## src/rtl/mem_write_buffer_pkg.sv

```systemverilog
// Shared types for the ALU data-write path: the queued write entry and the
// drain state machine encoding used by mem_write_buffer.
package mem_write_buffer_pkg;

  // Default geometry of the write path (address width matches the data
  // memory, data width matches REG_WIDTH).
  localparam int MWB_ADDR_WIDTH = 16;
  localparam int MWB_DATA_WIDTH = 32;
  localparam int MWB_DEPTH      = 4;

  // One queued write, address in the upper bits so that {addr, data}
  // concatenations and this struct share the same layout.
  typedef struct packed {
    logic [MWB_ADDR_WIDTH-1:0] addr;
    logic [MWB_DATA_WIDTH-1:0] data;
  } mem_write_req_s;

  // Drain side: either nothing on the bus, or one request waiting for ack.
  typedef enum logic {
    MWB_IDLE = 1'b0,
    MWB_REQ  = 1'b1
  } mwb_state_e;

endpackage

```

## src/rtl/mem_write_buffer_fifo.sv

```systemverilog
// Generic synchronous FIFO with a combinational head output and an occupancy
// count. Pushes into a full FIFO and pops from an empty one are ignored so a
// careless client cannot corrupt the pointers.
module sync_fifo #(
  parameter int width = 8,
  parameter int depth = 4
) (
  input  logic                    clk_i,
  input  logic                    reset_ni,
  input  logic                    push_i,
  input  logic                    pop_i,
  input  logic [width-1:0]        data_i,
  output logic [width-1:0]        data_o,
  output logic [$clog2(depth):0]  count_o
);

  localparam int PTR_W = $clog2(depth);
  localparam int CNT_W = $clog2(depth) + 1;
  localparam logic [CNT_W-1:0] FULL_COUNT = CNT_W'(depth);

  logic [width-1:0] mem_q [depth];
  logic [PTR_W-1:0] wr_ptr_q;
  logic [PTR_W-1:0] rd_ptr_q;
  logic [CNT_W-1:0] count_q;
  logic             do_push;
  logic             do_pop;

  assign do_push = push_i && (count_q != FULL_COUNT);
  assign do_pop  = pop_i && (count_q != '0);
  assign data_o  = mem_q[rd_ptr_q];
  assign count_o = count_q;

  // Storage array: plain RAM-style write, contents need no reset.
  always_ff @(posedge clk_i) begin
    if (do_push) begin
      mem_q[wr_ptr_q] <= data_i;
    end
  end

  // Pointers wrap naturally because depth is a power of two.
  always_ff @(posedge clk_i or negedge reset_ni) begin
    if (!reset_ni) begin
      wr_ptr_q <= '0;
      rd_ptr_q <= '0;
    end else begin
      if (do_push) begin
        wr_ptr_q <= wr_ptr_q + PTR_W'(1);
      end
      if (do_pop) begin
        rd_ptr_q <= rd_ptr_q + PTR_W'(1);
      end
    end
  end

  // Occupancy: a simultaneous push and pop leaves the count unchanged.
  always_ff @(posedge clk_i or negedge reset_ni) begin
    if (!reset_ni) begin
      count_q <= '0;
    end else begin
      case ({do_push, do_pop})
        2'b10:   count_q <= count_q + CNT_W'(1);
        2'b01:   count_q <= count_q - CNT_W'(1);
        default: count_q <= count_q;
      endcase
    end
  end

endmodule

```

## src/rtl/mem_write_buffer.sv

```systemverilog
// Write buffer between the ALU data-write port and the data-memory bus.
// Requests are queued in a sync_fifo and drained one at a time over a
// req/ack handshake; the ALU only stalls when the queue is full.
module mem_write_buffer
  import mem_write_buffer_pkg::*;
#(
  parameter int mem_addr_width = MWB_ADDR_WIDTH,
  parameter int data_width     = MWB_DATA_WIDTH,
  parameter int depth          = MWB_DEPTH
) (
  input  logic                      clk_i,
  input  logic                      reset_ni,
  input  logic                      w_valid_i,
  output logic                      w_ready_o,
  input  logic [mem_addr_width-1:0] w_addr_i,
  input  logic [data_width-1:0]     w_write_i,
  output logic                      mem_req_o,
  input  logic                      mem_ack_i,
  output logic [mem_addr_width-1:0] mem_addr_o,
  output logic [data_width-1:0]     mem_data_o,
  output logic [$clog2(depth):0]    count_o,
  output logic                      busy_o
);

  localparam int CNT_W   = $clog2(depth) + 1;
  localparam int ENTRY_W = mem_addr_width + data_width;

  mwb_state_e                state_q;
  logic                      push;
  logic                      pop;
  logic                      have_entry;
  logic [ENTRY_W-1:0]        fifo_head;
  logic [CNT_W-1:0]          fifo_count;
  logic [mem_addr_width-1:0] head_addr;
  logic [data_width-1:0]     head_data;

  // Ready looks only at the registered count, so a full queue refuses a
  // push even on the edge where the drain side pops.
  assign w_ready_o  = (fifo_count < CNT_W'(depth));
  assign push       = w_valid_i && w_ready_o;
  assign have_entry = (fifo_count != '0);
  assign head_addr  = fifo_head[ENTRY_W-1:data_width];
  assign head_data  = fifo_head[data_width-1:0];
  assign count_o    = fifo_count;
  assign busy_o     = have_entry || mem_req_o;

  // Pop whenever the bus slot becomes free (idle, or current request acked).
  always_comb begin
    pop = 1'b0;
    if (have_entry) begin
      if (state_q == MWB_IDLE) begin
        pop = 1'b1;
      end else if (mem_ack_i) begin
        pop = 1'b1;
      end
    end
  end

  sync_fifo #(
    .width (ENTRY_W),
    .depth (depth)
  ) u_fifo (
    .clk_i    (clk_i),
    .reset_ni (reset_ni),
    .push_i   (push),
    .pop_i    (pop),
    .data_i   ({w_addr_i, w_write_i}),
    .data_o   (fifo_head),
    .count_o  (fifo_count)
  );

  // Drain FSM with registered bus outputs; back-to-back requests on ack.
  always_ff @(posedge clk_i or negedge reset_ni) begin
    if (!reset_ni) begin
      state_q    <= MWB_IDLE;
      mem_req_o  <= 1'b0;
      mem_addr_o <= '0;
      mem_data_o <= '0;
    end else begin
      case (state_q)
        MWB_IDLE: begin
          if (have_entry) begin
            mem_req_o  <= 1'b1;
            mem_addr_o <= head_addr;
            mem_data_o <= head_data;
            state_q    <= MWB_REQ;
          end
        end
        MWB_REQ: begin
          if (mem_ack_i) begin
            if (have_entry) begin
              mem_addr_o <= head_addr;
              mem_data_o <= head_data;
            end else begin
              mem_req_o <= 1'b0;
              state_q   <= MWB_IDLE;
            end
          end
        end
        default: begin
          mem_req_o <= 1'b0;
          state_q   <= MWB_IDLE;
        end
      endcase
    end
  end

endmodule

```

## config.mk

```make
export PLATFORM = sky130hd
export DESIGN_NAME = mem_write_buffer
export DESIGN_NICKNAME = d
export VERILOG_FILES = /design/src/rtl/mem_write_buffer_pkg.sv /design/src/rtl/mem_write_buffer_fifo.sv /design/src/rtl/mem_write_buffer.sv
export SDC_FILE = /design/constraint.sdc
export NUM_CORES = 1
export LEC_CHECK = 0
export CAP_MARGIN = 40
export CELL_PAD_IN_SITES_DETAIL_PLACEMENT = 1
export CELL_PAD_IN_SITES_GLOBAL_PLACEMENT = 2
export CORE_MARGIN = 1
export CORE_UTILIZATION = 35
export CTS_BUF_LIST = sky130_fd_sc_hd__clkbuf_8
export DETAILED_ROUTE_END_ITERATION = 8
export PLACE_DENSITY_LB_ADDON = 0.1
export REMOVE_ABC_BUFFERS = 1
export SETUP_SLACK_MARGIN = 0.5
export SLEW_MARGIN = 10
export SYNTH_ARGS = -nofsm -noshare
export SYNTH_HDL_FRONTEND = slang
export SYNTH_SLANG_ARGS = --single-unit
```

## constraint.sdc

```tcl
create_clock -name clk_i -period 5 [get_ports clk_i]
set_input_delay 1.25 -clock clk_i [delete_from_list [all_inputs] [get_ports clk_i]]
set_output_delay 1.25 -clock clk_i [all_outputs]
set_load 0.1 [all_outputs]
```

# Word-level counts from Yosys, hierarchy flattened
# Memory sizes are Yosys's and may differ from the RTL's.
# Index checks and enable logic that the tools add are counted.
# Widths: inputs -> output; s select.
[word_totals]
ff_bits = 57
ramBits = 192
in_bits = 52
output_inout_bits = 54
elab_cells = 46
mem_count = 1
[op_classes]
n_addsub = 4
magnitude_cmp = 1
eq_ne = 6
n_mux = 19
bitwise_logic = 1
n_reduce_logical = 7
[memory_table]
columns = ["memory", "depth", "width", "rd", "rd_ports_with_merged_regs", "wr", "line_no", "source"]
rows = [
  ["u_fifo.mem_q", 4, 48, 1, 0, 1, "mem_write_buffer_fifo.sv:21", "logic [width-1:0] mem_q [depth];"],
]
[ops]
columns = ["operator", "count"]
rows = [
  ["$mux 32", 2],
  ["$pmux 32 s2", 1],
  ["$mux 16", 2],
  ["$pmux 16 s2", 1],
  ["$mux 1", 10],
  ["$ne 2x2->1 const B", 3],
  ["$pmux 3 s2", 1],
  ["$add 2x1->2 const B", 2],
  ["$pmux 1 s2", 2],
  ["$add 3x1->3 const B", 1],
  ["$logic_and 1x1->1", 3],
  ["$lt 3x3->1 const B", 1],
  ["$ne 3x3->1 const B", 1],
  ["$reduce_and 3->1", 1],
  ["$reduce_bool 3->1", 1],
  ["$sub 3x1->3 const B", 1],
  ["$eq 2x1->1 const B", 1],
  ["$eq 2x2->1 const B", 1],
  ["$reduce_bool 2->1", 1],
  ["$logic_or 1x1->1", 1],
  ["$not 1->1", 1],
]

# Logic depth before layout (Yosys ltp)
[logic_depth]
word_depth = 6
ltp_mapped = 10
ltp_nobuf = 8

# Cells and area by module
# From an unflattened synthesis, not the netlist that was laid out.
[unflattened]
hier_cells = 400
hier_area_um2 = 9330.2
[by_module_without_submodules]
columns = ["module", "n_inst", "cells_per_inst", "area_per_inst_um2", "seq_area_each_um2"]
rows = [
  ["sync_fifo", 1, 288, 7398.3, 5940.7],
  ["mem_write_buffer", 1, 112, 1931.9, 1251.2],
]

# Worst setup path before layout
# No wires, ideal clock.
[synth_timing]
path_kind = "in2reg"
startpoint = "input port w_valid_i"
endpoint = "memory u_fifo.mem_q[0][0] in the netlist's numbering (enable)"
setup_ps = 410
arrival_time_ps = 2781
t_required_ps = 4590
path_slack_ps = 1809
path_stages = 3
path_buffers = 1
cell_sequence = "nor2b_1 -> clkbuf_1 -> and2_1"
[synth_via]
elab_chain_len = 4
[synth_rtl]
columns = ["item", "line_no", "source"]
rows = [
  ["start: declaration", "mem_write_buffer.sv:13", "input logic w_valid_i,"],
  ["$logic_and 1x1->1", "mem_write_buffer.sv:40", "assign push = w_valid_i && w_ready_o;"],
  ["$logic_and 1x1->1", "mem_write_buffer_fifo.sv:28", "assign do_push = push_i && (count_q != FULL_COUNT);"],
  ["$mux 1", "mem_write_buffer_fifo.sv:35", "if (do_push) begin"],
  ["$mux 1 (not written as such)", "mem_write_buffer_fifo.sv:36", "mem_q[wr_ptr_q] <= data_i;"],
  ["end: declaration", "mem_write_buffer_fifo.sv:21", ""],
]
# Every way passes these cells.

# Final worst setup path
[layout_timing]
startpoint = "register u_fifo.count_q[0], in the netlist u_fifo.count_o[0]"
endpoint = "output port busy_o"
[layout_via]
elab_chain_len = 2
[layout_rtl]
columns = ["item", "line_no", "source"]
rows = [
  ["start: declaration", "mem_write_buffer_fifo.sv:24", "logic [CNT_W-1:0] count_q;"],
  ["start signal: assignment", "mem_write_buffer_fifo.sv:61", "2'b10: count_q <= count_q + CNT_W'(1);"],
  ["start signal: assignment", "mem_write_buffer_fifo.sv:62", "2'b01: count_q <= count_q - CNT_W'(1);"],
  ["start signal: assignment", "mem_write_buffer_fifo.sv:63", "default: count_q <= count_q;"],
  ["$reduce_bool 3->1", "mem_write_buffer.sv:41", "assign have_entry = (fifo_count != '0);"],
  ["$logic_or 1x1->1", "mem_write_buffer.sv:45", "assign busy_o = have_entry || mem_req_o;"],
  ["end: declaration", "mem_write_buffer.sv:22", "output logic busy_o"],
]
# Every way passes these cells.

==> results.py <==
metrics = {
    "critical_path": {
        "reg2reg_slack_ns": 2.74,
        "crit_chain": "nor3_1 -> nand2_1 -> clkdlybuf4s50_1 -> buf_8",
        "critPathSlowestCell": "clkdlybuf4s50_1",
        "arrival_ns": 1.98,
        "crit_fanout": 5,
        "reg2regPathDepth": 8,
        "r2r_end": "u_fifo.count_o[2]",
        "max_stage_delay_ns": 0.46,
        "r2r-start": "u_fifo.count_o[0]",
        "cp.required_ns": 3.75,
        "crit_type": "reg -> out",
        "crit_path_end_kind": "output pin",
        "startpoint_type": "flop",
    },
    "worst_hold_path": {
        "whs_path_depth": 1,
        "hold_class": "reg -> reg",
        "hold_start": "state_q",
        "min_to": "mem_req_o",
    },
    "detailed_routing": {
        "dr.pass1.iters": 7,
        "ant_nets": 0,
        "drtIter0Drc": 163,
        "viasPerCell": 4.73,
        "drc": 9,
        "routedWlPerCell_um": 19.8,
        "wl_um": 19100,
        "vias": 4559,
    },
    "synthesis": {
        "synth.ff_latch_count": 249,
        "ys_types": 26,
        "synth.avg_cell_area_sq_um": 23.5,
        "synth_seq_area_share_pct": 76.2,
        "synth.top_cell.area_share_pct": 61.1,
        "yosysWarnings": 0,
        "syn-cell-area_sq_um": 9430,
        "ys_top_cells_by_count": "192 x edfxtp_1, 57 x dfrtp_1, 48 x mux2_4, 48 x mux4_2, 8 x inv_1",
        "synth_area_leader_cell": "edfxtp_1",
        "synth_edf_count": 192,
        "synthTopCellsByArea": "edfxtp_1 61%, dfrtp_1 15%, mux4_2 11%, mux2_4 7.6%, buf_12 1.1%",
        "async_flop_share_pct": 22.9,
        "synthFlopType": "edfxtp_1",
        "yosys.cell_count.top_type": "edfxtp_1",
        "syn_inst": 402,
    },
    "sta": {
        "slew_headroom_pct": 44.9,
        "hold_viol": 0,
        "final-setup-viol-count": 0,
        "rsz0062_at_grt": "false",
        "fmax_mhz": 310,
        "drv_slew": 0,
        "finalClockSkew_ns": 0.0183,
        "worst_pin_slew_ns": 0.827,
        "setup_tns_ns": 0,
        "finalCriticalPeriod_ns": 3.23,
        "fin_crit_sh_pct": 64.6,
    },
    "floorplan": {
        "die_y_um": 166,
        "die_w_um": 166,
        "placementRows": 59,
        "core_area_sq_um": 26300,
        "start_util_pct": 35.9,
        "dieArea_sq_um": 27600,
        "io_pins": 106,
    },
    "clock_tree": {
        "cts_tree": "yes",
        "ctsLongestPathBuffers": 3,
        "htree_levels": 2,
        "post_cts_buffers": 0,
        "ctsResizeCount": 0,
        "holdBufCountCts": 0,
        "cts-root-buf": "clkbuf_8",
        "cts_buffers": 42,
        "numClockSinks": 249,
        "clock_latency_ns": 0.54,
        "clk_pin_slew_ns": 0.06,
    },
    "grt": {
        "grt_pass1_wl_um": 30300,
        "grt_pass1_vias": 5265,
        "antenna_found_initial": 0,
        "grt_usage_pct": 14.5,
        "overflow": 0,
        "grt_max_degree": 39,
    },
    "place": {
        "io_buffers": 105,
        "hpwl_um": 11500,
        "gp_congestion": 0.682,
    },
    "finish": {
        "final_layout_size_suffix_gt1_share_pct": 35.9,
        "diodes": 0,
        "num-nets-final": 654,
        "syn2layout_area_growth_pct": 33.4,
    },
    "status": {
        "violations": "DRC",
        "run_status": "finished, violations left",
    },
    "run": {
        "drv_cap": 0,
    },
}
per-stage QoR:
stage	std cells	hold slack [ns]	setup slack (ns)	util [%]	area, sq um
CTS	964	0.485	1.70	47.9	12600
finish	964	0.484	1.77	47.9	12600
detailed placement	887	0.479	1.37	44.6	11700
global route	964	0.527	1.64	47.9	12600
floorplan	384	0.442	1.80	-	9270
global placement	831	0.469	1.40	41.2	10800
cells in the final DEF, fill, tap and decap left out, types with 2 or more instances in the layout:
cell,instances
dfrtp_1,55
nand2_1,4
buf_4,5
a21oi_1,2
mux2_4,48
edfxtp_1,192
xor2_1,2
and2_2,4
buf_16,2
xnor2_1,4
inv_6,2
ha_1,5
clkinv_1,10
buf_12,5
bufinv_16,4
clkinv_2,6
clkdlybuf4s50_1,104
clkbuf_8,46
mux4_2,48
inv_1,17
buf_8,52
routing by layer:
layer  vias to the layer above  global-route usage (%)  part of all wire, %
li1                       2006                       -                    -
met1                      2389                    18.8                   44
met2                       119                    24.3                   49
met3                        45                    2.81                  3.9
met4                         0                    5.73                  2.7
met5                         -                       0                    0
critical path: cells and delay by family (launching register included):
family	cells	cell delay (ns)
simple gates	2	0.38
flops	1	0.43
buf+inv	2	0.64
cell type report:
type | count | area [sq um]
Sequential cell | 249 | 7200
Inverter | 8 | 30.0
Fill cell | 2402 | 13700
Clock buffer | 46 | 633
Clock inverter | 31 | 239
Tap cell | 335 | 419
Timing Repair Buffer | 168 | 2010
Multi-Input combinational cell | 127 | 2050
registers in the layout (all words and copies together) (netlist names):
register	flops
u_fifo.wr_ptr_q	2
mem_addr_o	16
u_fifo.count_o	3
u_fifo.rd_ptr_q	2
mem_data_o	32
mem_req_o	1
state_q	1
u_fifo.mem_q	192
how the worst max path moves through the flow:
| stage | from | end | slack [ns] | cells after the start |
|---|---|---|---|---|
| 2_1_floorplan | w_valid_i | u_fifo.mem_q[0][0] | 1.80 | 2 |
| 5_1_grt | u_fifo.count_o[0] | busy_o | 1.64 | 4 |
| 3_5_place_dp | w_valid_i | u_fifo.mem_q[1][4] | 1.37 | 4 |
| 3_3_place_gp | w_valid_i | u_fifo.mem_q[1][12] | 1.40 | 4 |
| 6_report | u_fifo.count_o[0] | busy_o | 1.77 | 4 |
| 4_1_cts | u_fifo.count_o[0] | busy_o | 1.70 | 4 |
cell families (layout without fill, tap and decap cells):
| family | after synthesis | after routing | synth area share, % |
|---|---|---|---|
| muxes | 97 | 97 | 19.2 |
| xor gates and xnor gates | 6 | 6 | 0.557 |
| buffers and inverters | 26 | 253 | 2.06 |
| AOI/OAI and AO/OA | 3 | 3 | 0.159 |
| adders and majority gates | 6 | 6 | 0.875 |
| DFF | 249 | 249 | 76.2 |
| and+or+nand+nor | 15 | 15 | 0.915 |
Power is not shown: default switching activity piles up to over one toggle a cycle in this logic, so the estimate is an artifact.
